<file path="src/rtl/icache_responder.sv">
// icache_responder: direct-mapped, one-word-per-line instruction cache with single-word refill.
module icache_responder #(
    parameter int SETS  = 16,
    parameter int IDX_W = $clog2(SETS)
) (
    input  logic        CLK,
    input  logic        RST,
    input  logic        imemREN,
    input  logic [31:0] imemaddr,
    input  logic        iflush,
    output logic        ihit,
    output logic [31:0] imemload,
    output logic        iREN,
    output logic [31:0] iaddr,
    input  logic        iwait,
    input  logic [31:0] iload,
    output logic [31:0] hit_count,
    output logic [31:0] miss_count
);
    localparam int TAG_W = 30 - IDX_W;
    typedef enum logic {IDLE, MISS} state_t;
    state_t state_q, state_d;
    logic [SETS-1:0] valid_q;
    logic [TAG_W-1:0] tag_q [SETS];
    logic [31:0] data_q [SETS];
    logic [31:0] miss_addr_q, miss_addr_d, hit_count_q, hit_count_d, miss_count_q, miss_count_d;
    logic [IDX_W-1:0] idx, fidx;
    logic [TAG_W-1:0] tag;
    logic miss, fill;
    always_comb begin
        idx          = imemaddr[IDX_W+1:2];
        tag          = imemaddr[31:IDX_W+2];
        fidx         = miss_addr_q[IDX_W+1:2];
        ihit         = state_q == IDLE && imemREN && valid_q[idx] && tag_q[idx] == tag && !iflush;
        miss         = state_q == IDLE && imemREN && !ihit && !iflush;
        fill         = state_q == MISS && !iwait;
        imemload     = state_q == IDLE ? data_q[idx] : 32'h0;
        iREN         = state_q == MISS;
        iaddr        = state_q == MISS ? miss_addr_q : 32'h0;
        state_d      = miss ? MISS : fill ? IDLE : state_q;
        miss_addr_d  = miss ? {imemaddr[31:2], 2'b00} : miss_addr_q;
        hit_count_d  = hit_count_q + {31'b0, ihit};
        miss_count_d = miss_count_q + {31'b0, miss};
        hit_count    = hit_count_q;
        miss_count   = miss_count_q;
    end
    always_ff @(posedge CLK) begin
        if (RST) begin
            state_q      <= IDLE;
            valid_q      <= '0;
            miss_addr_q  <= '0;
            hit_count_q  <= '0;
            miss_count_q <= '0;
            for (int i = 0; i < SETS; i++) begin
                tag_q[i]  <= '0;
                data_q[i] <= '0;
            end
        end else begin
            state_q      <= state_d;
            miss_addr_q  <= miss_addr_d;
            hit_count_q  <= hit_count_d;
            miss_count_q <= miss_count_d;
            // flush wins over a same-cycle fill: data/tag land but the line stays invalid
            if (iflush) valid_q <= '0;
            else if (fill) valid_q[fidx] <= 1'b1;
            if (fill) begin
                tag_q[fidx]  <= miss_addr_q[31:IDX_W+2];
                data_q[fidx] <= iload;
            end
        end
    end
endmodule

</file>
<file path="config.mk">
export PLATFORM = sky130hd
export DESIGN_NAME = icache_responder
export DESIGN_NICKNAME = d
export VERILOG_FILES = /design/src/rtl/icache_responder.sv
export SDC_FILE = /design/constraint.sdc
export NUM_CORES = 1
export LEC_CHECK = 0
export CAP_MARGIN = 25
export CORE_MARGIN = 1
export CORE_UTILIZATION = 60
export DETAILED_ROUTE_END_ITERATION = 12
export PLACE_DENSITY = 0.81
export SYNTH_ARGS = -nofsm -noshare
export SYNTH_HDL_FRONTEND = slang
export SYNTH_SLANG_ARGS = --single-unit
</file>
<file path="constraint.sdc">
create_clock -name CLK -period 8.9 [get_ports CLK]
set_input_delay 1.78 -clock CLK [delete_from_list [all_inputs] [get_ports CLK]]
set_output_delay 1.78 -clock CLK [all_outputs]
set_load 0.005 [all_outputs]
</file>
==> results.py, run 1 <==
metrics = {
    "outcome": {
        "status": "finished clean",
    },
    "worst_setup_path": {
        "rr_endpoint": "hit_count[30]",
        "criticalPathCategory": "in -> out",
        "crit_fanout": 100,
        "worstPathArrival_ps": 5790,
        "slowest_delay_ps": 690,
        "critPathLaunch": "imemaddr[3]",
        "cp_cell_sequence": "buf_8 > buf_4 > mux4_2 > nor2b_1 > a211oi_1 > a21oi_1 > xor2_1 > nor4_4 > nand4_4 > inv_1 > clkdlybuf4s50_1",
        "reg2regPathDepth": 18,
        "endpoint_kind": "output port",
        "r2r_slack_ps": 3890,
        "worstPathRequired_ps": 7120,
        "critPathLaunchType": "input port",
        "cp-endpoint": "ihit",
        "crit_slowest_cell": "buf_8",
        "r2r-start": "tag_q[9][24]",
    },
    "pwr": {
        "leakage_uw": 0.0192,
        "p_per_area_nw_per_um2": 199,
        "vdd_drop_max_v": 0.000161,
        "p_total_uw": 10600,
    },
    "grt": {
        "grt_util_met1_pct": 42.9,
        "antenna_found_initial": 8,
        "grt_pass1_vias": 28300,
        "grt_pass1_wl_um": 181000,
        "overflow": 0,
        "grt-busiest-layer": "met2",
        "met3_usage_pct": 6.49,
        "grt_use_met2_pct": 51.1,
        "grt_max_degree": 101,
        "track_usage_pct": 31.6,
    },
    "final_layout": {
        "fin_cells": 4362,
        "layout.nets": 3311,
        "drive_gt1_share_pct": 16.0,
        "syn_to_final_growth_pct": 12.7,
        "n_fill_cell": 4992,
        "fin_util_pct": 68.6,
        "final_cell_area_um2": 53300,
        "antenna_cells": 0,
    },
    "timing": {
        "tns_ps": 0,
        "skew_ps": 27.1,
        "rsz0062_at_grt": "no",
        "hold_viol": 0,
        "slew_headroom_pct": 27.9,
        "period_share_pct": 85.1,
        "fmax_mhz": 132,
        "worst_slew_pin_slew_ps": 1080,
        "setup_viol_count_final": 0,
        "period_needed_ps": 7570,
        "finalMaxSlewViolations": 0,
    },
    "logic_synthesis": {
        "yosys_warnings": 0,
        "synth_flop_cell": "edfxtp_1",
        "synth-edff-count": 928,
        "ys_seq_area_share_pct": 63.6,
        "synthArstFlopShare_pct": 0,
        "avgSynthCellArea_um2": 15.0,
        "syn_inst": 3149,
        "synthesis.area_um2": 47300,
        "synth_cell_types": 58,
        "synth-seq-cells": 1039,
    },
    "clock_tree": {
        "clock_latency_ps": 670,
        "clock_sinks": 1039,
        "cts_buffer_depth": 3,
        "h-tree-depth": 3,
        "clkTransAtPathRegs_ps": 60,
        "holdBufCountCts": 0,
        "cts_tree": "yes",
        "numCtsBuffers": 103,
        "cts_setup_buffers": 0,
        "cts_resized": 0,
        "root_buffer": "clkbuf_16",
    },
    "route": {
        "drc": 0,
        "drtIter0Drc": 3782,
        "antenna_left": 0,
        "viasPerCell": 6.39,
        "first_pass_iters": 5,
        "finalWirelength_um": 124000,
        "wire_per_inst_um": 28.5,
        "vias": 27900,
    },
    "placed_design": {
        "port_buffers": 194,
        "place_congestion": 0.841,
        "dpl-instance-area_um2": 50000,
        "hpwl_um": 63800,
        "dp_cells": 4173,
    },
    "floorplanning": {
        "die_y_um": 283,
        "dieArea_um2": 80000,
        "die_x_um": 283,
        "core_um2": 77700,
        "start_util_pct": 60.9,
        "io_pins": 199,
        "core.rowCount": 102,
    },
    "flow_run": {
        "maxCapViolCount": 0,
    },
    "hold_path": {
        "min_path_type": "reg -> reg",
    },
}
## worst min path at each step
stage	endpoint	slack [ps]	from	cells past startpoint
floorplan	valid_q[3]	430	valid_q[3]	2
global placement	valid_q[6]	440	valid_q[6]	1
detailed placement	valid_q[5]	450	valid_q[5]	1
CTS	valid_q[10]	470	valid_q[10]	1
global route	valid_q[10]	480	valid_q[10]	1
finish	valid_q[13]	470	valid_q[13]	1
## cell type report
type                            instances  area [µm²]  area share [%]
Clock buffer                          130        2730            5.12
Clock inverter                         59         621            1.16
Inverter                                8        30.0          0.0563
Multi-Input combinational cell       1838       16200            30.3
Sequential cell                      1039       30100            56.4
Tap cell                             1040        1300            2.44
Timing Repair Buffer                  248        2360            4.43
## cell usage after synthesis (16+ instances only)
cell,number,share of area [%]
nor2_1,89,0.71
nand2_1,33,0.26
xnor2_1,39,0.72
edfxtp_1,928,59
mux2_2,16,0.38
xor2_1,40,0.74
buf_2,27,0.29
dfxtp_1,111,4.7
clkbuf_1,203,1.6
mux4_2,249,12
a21bo_1,28,0.59
and2_1,959,13
mux2i_1,70,1.5
nand3_1,57,0.60
a21oi_2,28,0.52
a21oi_1,20,0.21
nor2b_1,47,0.62
or2_2,16,0.21
## metal layers
layer | vias up | part of all wire [%]
li1 | 11600 | -
met1 | 14100 | 36
met2 | 1806 | 49
met3 | 335 | 12
met4 | 8 | 3.7
met5 | - | 0.043
## placed cells by master (no fill, tap or decap), drive strengths merged, types with 6 or more instances in the layout
cell type,count
nand2,33
mux4,249
dfxtp,111
clkinv,42
nor3,12
inv,8
mux2i,70
and3,11
or2,16
nand2b,12
buf,59
o22ai,6
nand4,15
clkdlybuf4s50,189
clkbuf,130
nor2b,47
nand3,57
xnor2,39
o21ai,14
a211oi,8
or3,14
and2,959
bufinv,13
edfxtp,928
xor2,40
a21bo,30
nor2,89
o21a,13
mux2,19
a21oi,48
## sequential cells by signal (all words and copies together), names as in the netlist
name         count
miss_addr_q     30
tag_q          416
iREN             1
valid_q         16
data_q         512
miss_count      32
hit_count       32
## where the power goes
| group | leakage (µW) | switching (µW) | internal [µW] | total (µW) |
|---|---|---|---|---|
| Sequential | 0.0105 | 65.5 | 5450 | 5520 |
| Clock | 0.00162 | 1820 | 2540 | 4360 |
| Combinational | 0.00706 | 406 | 300 | 706 |
## worst max-delay path, delay by kind of cell
kind                   cells  cell delay [ps]
AO/OA/AOI/OAI              2              340
XOR/XNOR                   1              240
buffers and inverters      4             1990
multiplexers               1              560
AND/OR/NAND/NOR            3              730
## kinds of logic (layout without fill, tap and decap cells)
logic type,count (synthesis),count (layout),share of synthesized area (%)
and+or+nand+nor,1276,1276,16.2
DFF,1039,1039,63.6
muxes,338,338,13.8
buffers and inverters,273,445,2.58
AOI/OAI and AO/OA,139,139,2.28
xor gates and xnor gates,79,79,1.46
adders and majority gates,4,4,0.106
other,1,2,0.00793
## through the flow
step | hold WS (ps) | worst slack [ps]
3_5_place_dp | 454 | 1270
4_1_cts | 470 | 1340
3_3_place_gp | 441 | 1340
2_1_floorplan | 432 | 2920
6_report | 472 | 1330
5_1_grt | 485 | 1190
Note: power is estimated with default switching activity, not from simulation.
==> run 2, diff against run 1 <==
--- a/constraint.sdc
+++ b/constraint.sdc
@@ -3,2 +3,2 @@
 set_output_delay 1.78 -clock CLK [all_outputs]
-set_load 0.005 [all_outputs]
+set_load 0.05 [all_outputs]
==> results.py, run 2 (synthesis gave the netlist of run 1 again) <==
metrics = {
    "clock_tree": {
        "h-tree-depth": 3,
        "cts_buffer_depth": 3,
        "numCtsBuffers": 104,
        "clkTransAtPathRegs_ps": 60,
        "clock_sinks": 1039,
        "clock_latency_ps": 670,
        "cts_setup_buffers": 0,
        "root_buffer": "clkbuf_16",
        "holdBufCountCts": 0,
        "cts_tree": "yes",
        "cts_resized": 0,
    },
    "timing": {
        "worst_slew_pin_slew_ps": 1080,
        "period_needed_ps": 6940,
        "period_share_pct": 78.0,
        "fmax_mhz": 144,
        "setup_viol_count_final": 0,
        "rsz0062_at_grt": "no",
        "slew_headroom_pct": 27.8,
        "skew_ps": 27.3,
        "finalWorstSetupSlack_ps": 1960,
        "finalMaxSlewViolations": 0,
        "hold_viol": 0,
        "tns_ps": 0,
    },
    "route": {
        "wire_per_inst_um": 28.6,
        "drc": 0,
        "first_pass_iters": 6,
        "antenna_left": 0,
        "finalWirelength_um": 125000,
        "viasPerCell": 6.38,
        "vias": 27900,
        "drtIter0Drc": 3565,
    },
    "floorplanning": {
        "core_um2": 77700,
        "start_util_pct": 60.9,
        "io_pins": 199,
        "die_y_um": 283,
        "die_x_um": 283,
        "dieArea_um2": 80000,
        "core.rowCount": 102,
    },
    "grt": {
        "antenna_found_initial": 8,
        "grt_pass1_wl_um": 182000,
        "track_usage_pct": 31.8,
        "overflow": 0,
        "grt_max_degree": 65,
        "grt_pass1_vias": 28700,
    },
    "final_layout": {
        "largest_reg_flops": 512,
        "n_fill_cell": 4988,
        "layout.nets": 3319,
        "drive_gt1_share_pct": 16.8,
        "final_common_cell": "and2_1",
        "final_cell_area_um2": 53500,
        "syn_to_final_growth_pct": 13.0,
        "top_register": "data_q",
        "reg_top3": "data_q x512, tag_q x416",
        "final_cell_mix": "and2_1 (959), edfxtp_1 (928), mux4_2 (249), clkdlybuf4s50_1 (188), dfxtp_1 (110)",
    },
    "worst_setup_path": {
        "worstPathArrival_ps": 5160,
        "endpoint_kind": "output port",
        "crit_fanout": 64,
        "worstPathRequired_ps": 7120,
        "critPathLaunchType": "input port",
        "reg2regPathDepth": 18,
        "criticalPathCategory": "in -> out",
    },
    "placed_design": {
        "dp_slack_ps": 1460,
        "port_buffers": 194,
        "hpwl_um": 64500,
        "place_congestion": 0.836,
        "dpl-instance-area_um2": 50000,
    },
    "flow_run": {
        "maxCapViolCount": 0,
    },
    "pwr": {
        "p_sw_share_pct": 22.4,
        "clock_power_share_pct": 41.2,
        "p_per_area_nw_per_um2": 201,
        "pwr-share-seq_pct": 51.4,
        "p_comb_share_pct": 7.3,
        "p_int_uw": 8320,
        "p_switching_uw": 2400,
        "vdd_drop_max_v": 0.000131,
        "leakage_uw": 0.0193,
    },
    "hold_path": {
        "hold_depth": 1,
        "min_path_type": "reg -> reg",
    },
    "outcome": {
        "status": "finished clean",
    },
}
[run 2: cell types whose count changed in the layout (fill, tap and decap cells not counted), sizes merged]
| cell | previous run | this run |
|---|---|---|
| buf | 59 | 67 |
| bufinv | 13 | 12 |
| clkbuf | 130 | 126 |
| clkdlybuf4s50 | 189 | 188 |
| clkinv | 42 | 44 |
| clkinvlp | 4 | 8 |
| diode | 0 | 1 |
| inv | 8 | 11 |
[run 2: final timing paths]
kind | start | slack (ps) | end
max | imemaddr[3] | 1960 | ihit
min | valid_q[13] | 480 | valid_q[13]
max reg2reg | tag_q[7][24] | 3580 | hit_count[30]
min reg2reg | valid_q[13] | 480 | valid_q[13]
[run 2: power by group through the flow]
stage                     clock network (µW)  registers [µW]  logic, µW
after floorplan                            0            5590        516
after detailed placement                   0            5620        778
after global placement                     0            5600        767
final                                   4420            5520        787
after global routing                    4630            5530        816
after CTS                               4440            5520        783
[run 2: area by class of cell]
cell class	instances	area (µm²)	share of cell area, %
clock inverters	67	636	1.19
clock buffers	126	2790	5.21
inverters	8	30.0	0.0561
flip-flops and latches	1039	30100	56.3
repair buffers	255	2460	4.59
well taps	1040	1300	2.43
multi-input cells	1838	16200	30.3
diodes	1	2.50	0.00468
[run 2: stage by stage]
step	utilization, %	std cells	hold WS [ps]	power (µW)
after floorplan	-	3150	432	6100
after global placement	64.4	4179	441	6370
after detailed placement	64.4	4179	456	6400
after CTS	68.8	4372	472	10700
after global routing	68.8	4373	485	11000
final	68.8	4374	479	10700
[run 2: per-layer routing]
metal	share of wire [%]	global-route usage (%)
met1	35	41.9
met2	50	52.7
met5	0.055	0
met4	3.2	11.2
met3	12	6.88
[run 2: critical path, cell delays in order]
cell	delay (ps)
buf_8	500
buf_12	420
mux4_2	560
mux2i_1	190
mux2i_1	140
xnor2_1	220
nand4_1	290
nor4_4	400
nand4_4	140
inv_1	240
buf_12	170
